**config.mk**
```make
export PLATFORM = sky130hd
export DESIGN_NAME = serial_word_collector
export DESIGN_NICKNAME = d
export VERILOG_FILES = /design/src/rtl/deser_pkg.sv /design/src/rtl/deser_shreg.sv /design/src/rtl/serial_word_collector.sv
export SDC_FILE = /design/constraint.sdc
export NUM_CORES = 1
export LEC_CHECK = 0
export ABC_AREA = 1
export CAP_MARGIN = 20
export CORE_ASPECT_RATIO = 1.25
export CORE_UTILIZATION = 25
export DETAILED_ROUTE_END_ITERATION = 6
export SLEW_MARGIN = 20
export SYNTH_ARGS = -nofsm -noshare
export SYNTH_HDL_FRONTEND = slang
export SYNTH_SLANG_ARGS = --single-unit
```
**constraint.sdc**
```tcl
create_clock -name t_clk -period 1.55 [get_ports t_clk]
set_input_delay 0.155 -clock t_clk [delete_from_list [all_inputs] [get_ports t_clk]]
set_output_delay 0.155 -clock t_clk [all_outputs]
set_load 0.005 [all_outputs]
```
**src/rtl/deser_pkg.sv**
```systemverilog
// Shared definitions for the serial word collector.
//   state_e : collector FSM encoding (IDLE = no word in progress, COLLECT = partial word held)
//   cnt_w() : bit-count register width for a given word width
package deser_pkg;

  typedef enum logic {
    IDLE    = 1'b0,
    COLLECT = 1'b1
  } state_e;

  // cnt only has to reach WIDTH-1, so clog2(WIDTH) bits are enough; keep at least 1.
  function automatic int cnt_w(input int width);
    return (width <= 2) ? 1 : $clog2(width);
  endfunction

endpackage

```
**src/rtl/deser_shreg.sv**
```systemverilog
// WIDTH-bit right-shifting register; new bits enter at the MSB so that after
// WIDTH shifts the first bit received sits in bit 0.
// Ports:
//   i_clk     : clock, rising edge
//   i_clr     : synchronous clear (has priority over shift)
//   i_shift   : shift enable
//   i_bit     : bit shifted in at the MSB
//   o_shifted : register contents as they will be after a shift of i_bit
//               (lets the owner capture a completed word on the same edge)
module deser_shreg #(
  parameter int WIDTH = 4
) (
  input  logic             i_clk,
  input  logic             i_clr,
  input  logic             i_shift,
  input  logic             i_bit,
  output logic [WIDTH-1:0] o_shifted
);

  logic [WIDTH-1:0] r_sr;
  logic [WIDTH-1:0] w_shifted;

  assign w_shifted = {i_bit, r_sr[WIDTH-1:1]};
  assign o_shifted = w_shifted;

  always_ff @(posedge i_clk) begin
    if (i_clr) begin
      r_sr <= '0;
    end else if (i_shift) begin
      r_sr <= w_shifted;
    end
  end

endmodule

```
**src/rtl/serial_word_collector.sv**
```systemverilog
// Collects the LSB-first bit stream of the bit-serial inverter into WIDTH-bit
// words and offers them on a valid/ready port with a one-entry output buffer.
// Ports:
//   t_clk    : clock, rising edge
//   r        : synchronous active-high reset
//   s_bit    : serial data bit, LSB first
//   s_valid  : s_bit valid this cycle
//   s_first  : s_bit is bit 0 of a new word (qualified by s_valid)
//   m_data   : assembled word, stable while m_valid=1
//   m_valid  : m_data holds an unconsumed word
//   m_ready  : consumer accepts m_data when m_valid && m_ready
//   busy     : a word is partially collected
//   frm_err  : 1-cycle pulse, framing error (restart mid-word or stray bit in IDLE)
//   ovf      : 1-cycle pulse, completed word dropped because the buffer was full
//   drop_cnt : (only with DESER_DROP_CNT_EN) saturating count of ovf pulses
// Build option: define DESER_DROP_CNT_EN to add the drop_cnt port and counter.
module serial_word_collector
  import deser_pkg::*;
#(
  parameter int WIDTH = 4
) (
  input  logic             t_clk,
  input  logic             r,
  input  logic             s_bit,
  input  logic             s_valid,
  input  logic             s_first,
  output logic [WIDTH-1:0] m_data,
  output logic             m_valid,
  input  logic             m_ready,
  output logic             busy,
  output logic             frm_err,
  output logic             ovf
`ifdef DESER_DROP_CNT_EN
  ,output logic [7:0]      drop_cnt
`endif
);

  localparam int CNT_W = cnt_w(WIDTH);

  if (WIDTH < 2 || WIDTH > 32) begin : g_bad_width
    $error("serial_word_collector: WIDTH must be in 2..32");
  end

  state_e           r_state;
  state_e           w_state_nxt;
  logic [CNT_W-1:0] r_cnt;
  logic [CNT_W-1:0] w_cnt_nxt;
  logic             w_shift;
  logic             w_done;
  logic             w_frm_err;
  logic             w_load;
  logic             w_drop;
  logic [WIDTH-1:0] w_word;
  logic [WIDTH-1:0] r_m_data;
  logic             r_m_valid;
  logic             r_frm_err;
  logic             r_ovf;

  deser_shreg #(
    .WIDTH(WIDTH)
  ) u_shreg (
    .i_clk    (t_clk),
    .i_clr    (r),
    .i_shift  (w_shift),
    .i_bit    (s_bit),
    .o_shifted(w_word)
  );

  always_ff @(posedge t_clk) begin
    if (r) begin
      r_state <= IDLE;
      r_cnt   <= '0;
    end else begin
      r_state <= w_state_nxt;
      r_cnt   <= w_cnt_nxt;
    end
  end

  always_comb begin
    w_state_nxt = r_state;
    w_cnt_nxt   = r_cnt;
    w_shift     = 1'b0;
    w_done      = 1'b0;
    w_frm_err   = 1'b0;
    if (s_valid) begin
      if (s_first) begin
        // A restart mid-word drops the partial word; the stale shift-register
        // bits are pushed out by the WIDTH shifts of the new word.
        w_shift     = 1'b1;
        w_cnt_nxt   = CNT_W'(1);
        w_state_nxt = COLLECT;
        w_frm_err   = (r_state == COLLECT);
      end else if (r_state == IDLE) begin
        w_frm_err = 1'b1;
      end else begin
        w_shift = 1'b1;
        if (r_cnt == CNT_W'(WIDTH - 1)) begin
          w_done      = 1'b1;
          w_cnt_nxt   = '0;
          w_state_nxt = IDLE;
        end else begin
          w_cnt_nxt = r_cnt + CNT_W'(1);
        end
      end
    end
  end

  // The buffer accepts a completed word when empty or being drained this cycle.
  assign w_load = w_done && (!r_m_valid || m_ready);
  assign w_drop = w_done && r_m_valid && !m_ready;

  always_ff @(posedge t_clk) begin
    if (r) begin
      r_m_data  <= '0;
      r_m_valid <= 1'b0;
      r_frm_err <= 1'b0;
      r_ovf     <= 1'b0;
    end else begin
      r_frm_err <= w_frm_err;
      r_ovf     <= w_drop;
      if (w_load) begin
        r_m_data  <= w_word;
        r_m_valid <= 1'b1;
      end else if (r_m_valid && m_ready) begin
        r_m_valid <= 1'b0;
      end
    end
  end

`ifdef DESER_DROP_CNT_EN
  logic [7:0] r_drop_cnt;

  always_ff @(posedge t_clk) begin
    if (r) begin
      r_drop_cnt <= '0;
    end else if (r_ovf && (r_drop_cnt != 8'hFF)) begin
      r_drop_cnt <= r_drop_cnt + 8'd1;
    end
  end

  assign drop_cnt = r_drop_cnt;
`endif

  assign m_data  = r_m_data;
  assign m_valid = r_m_valid;
  assign busy    = (r_state == COLLECT);
  assign frm_err = r_frm_err;
  assign ovf     = r_ovf;

endmodule

```
==> flow_summary.ini <==
[outcome]
status = complete, no violations

[placed_design]
hpwl_um = 755.4
gp_congestion = 0.7045
numPortBuffers = 13
placement.setup.worst_slack_ns = 0.05584

[power]
p_leak_uw = 0.0003324
power.net_switching_uw = 150.3
design_power_total_uw = 630.3
clock_network_fraction_of_design_power_pct = 32.8
netSwitchingFraction_pct = 23.85
power_per_cell_area_nw_per_um2 = 811.2
p_seq_share_pct = 56.1
worst_vdd_drop_mv = 0.3551
comb_power_share_pct = 11.2
internal_power_uw = 479.9

[yosys]
ys_seq_elements = 13
netlist_instances = 76
avgSynthCellArea_sq_um = 7.557
synthesis.yosys.warnings = 0
postSynthNetCount = 84
netlist_area_pre_place_sq_um = 574.3
seq_area_frac_synth_pct = 45.32
synth.distinct_cells = 17

[global_routing]
grt-ovfl-total = 0
grt_first_pass_wirelength_mm = 1.683
initial_antenna_violation_count = 0
grt_use_total_pct = 9.345
grt_max_degree = 11
vias_in_the_first_global_route = 437

[detailed_routing]
totalWireLength_um = 972
drc_errors_left = 0
detail_route.iter0.violations = 7
drt-pass1-iter-count = 4
via_count = 489
ant_nets = 0
detail_route.vias_per_cell = 3.912
drt-wirelength-per-cell_um = 7.776

[die]
design.core.area_sq_um = 2187
core.rowCount = 19
floorplan.initialDensity_pct = 26.26
floorplan.io_pins = 14
area_of_the_die_sq_um = 2494
die_height_um = 55.59
die_width_um = 44.87

[layout]
multi_input_area_sq_um = 242.7
final-seq-area_sq_um = 260.3
fraction_of_layout_cells_with_a_size_suffix_above_1_pct = 13.83
synthToLayoutAreaGrowth_pct = 35.29
most-common-layout-cells = sky130_fd_sc_hd__inv_1, sky130_fd_sc_hd__dfxtp_1, sky130_fd_sc_hd__clkdlybuf4s50_1
design.final.nets = 103
most_common_library_cell_in_the_layout_ignoring_fill_and_taps = sky130_fd_sc_hd__inv_1
final.fill_count = 245
antenna-diode-count = 0

[critical_path]
critical_path.max_stage_delay_ns = 0.53
worstSetupEndpointType = output pin
critPathTopFamily = buffers and inverters
critical_path_peak_fanout = 4
critical_path_buf_inv_count = 1
data_arrival_time_at_the_worst_slack_endpoint_ns = 1.20
worstSetupPathType = flop to output pin
worstPathRequired_ns = 1.39
critical_path.slowest_cell = sky130_fd_sc_hd__clkdlybuf4s50_1
critical_path.cell_chain = clkdlybuf4s50_1
timing.critical_path.from_type = flop

[sta]
fin_hold_ws_ns = 0.4565
post-route-min-period_ns = 1.356
setup_tns_ns = 0
timing.final.setup_violations = 0
hold_viol_final = 0
timing.fmax_mhz = 737.3
finalCritPeriodShare_pct = 87.51
finClkSkew_ns = 0.002400
rsz0062_at_grt = false
relSlewSlack_pct = 84.15
worst_slew_pin_slew_ns = 0.2364
fin_ws_ns = 0.1936
report.final.slew_viol_count = 0

[cts]
post_cts_buffers = 0
cts_repair_resize_count = 0
clock_sink_count = 13
tritoncts_clock_tree = built
worst_skew_pair.late_latency_ns = 0.27
cts_made_buffers = 3
cts_max_path_buffers = 2
clock-root-buffer = sky130_fd_sc_hd__clkbuf_4
htree_num_levels = 1
cts_hold_repair.buffers = 0
cts.clk_slew.worst_paths_ns = 0.08

[job]
max_cap_viol_count = 0

[worst_hold_path]
timing.hold.worst.class = flop to flop
-- logic make-up (layout without fill, tap and decap cells) --
| logic type | Yosys count | count (layout) | synth area share [%] |
|---|---|---|---|
| flops | 13 | 13 | 45.32 |
| fa+ha+maj | 2 | 2 | 4.357 |
| compound gates | 10 | 10 | 8.713 |
| buf+inv | 19 | 37 | 12.42 |
| simple gates | 32 | 32 | 29.20 |
-- registers in the layout, summed over array words and instances (netlist names) --
signal	flops
m_data	4
u_shreg.r_sr	3
r_cnt	2
busy	1
frm_err	1
m_valid	1
ovf	1
-- power by group through the flow --
stage	logic, uW	registers (uW)	clock network (uW)
6_report	70.3	353	207
5_1_grt	80.4	355	227
3_5_place_dp	70.7	361	0
2_1_floorplan	36.9	361	0
3_3_place_gp	70.3	361	0
4_1_cts	71.3	353	216
-- per-stage QoR --
step | util (%) | area (sq um) | cells
after floorplan | - | 574.3 | 76
after global placement | 34.32 | 750.7 | 121
after detailed placement | 34.32 | 750.7 | 121
after CTS | 35.53 | 777.0 | 125
after global routing | 35.53 | 777.0 | 125
final | 35.53 | 777.0 | 125
-- area by class of cell --
cell class / count / area share [%]
Clock buffer: 4 / 3.382
Inverter: 19 / 9.179
Multi-Input combinational cell: 44 / 31.24
Sequential cell: 13 / 33.49
Tap cell: 31 / 4.992
Timing Repair Buffer: 14 / 17.71
-- tightest hold or removal path, stage by stage (launching register included) --
cell                      delay, ns
sky130_fd_sc_hd__dfxtp_1       0.30
sky130_fd_sc_hd__inv_1         0.06
sky130_fd_sc_hd__a21oi_1       0.05
-- synthesized netlist by cell type (all sizes together) --
| cell | count | area (sq um) |
|---|---|---|
| a21oi | 5 | 25.02 |
| clkinv | 1 | 3.750 |
| dfxtp | 13 | 260.3 |
| ha | 2 | 25.02 |
| inv | 18 | 67.56 |
| nand2 | 14 | 65.06 |
| nand3 | 7 | 47.55 |
| nor2 | 9 | 43.80 |
| nor3 | 1 | 5.000 |
| nor4 | 1 | 6.260 |
| o21ai | 5 | 25.02 |
-- worst paths after layout --
check / start / endpoint / slack (ns) / cells past startpoint
worst max register to register: busy / u_shreg.r_sr[3] / 0.33 / 6
worst min-delay path: u_shreg.r_sr[1] / u_shreg.r_sr[1] / 0.46 / 2
worst min register to register: u_shreg.r_sr[1] / u_shreg.r_sr[1] / 0.46 / 2
worst max-delay path: busy / busy / 0.19 / 1
-- metal layers --
metal,global-route usage (%),up-vias,part of all wire (%)
met5,0,-,0
met4,9.091,0,2.0
met3,1.299,2,3.6
met2,15.13,10,47
met1,9.671,210,47
li1,-,267,-
Note: power is estimated with default switching activity, not from simulation.
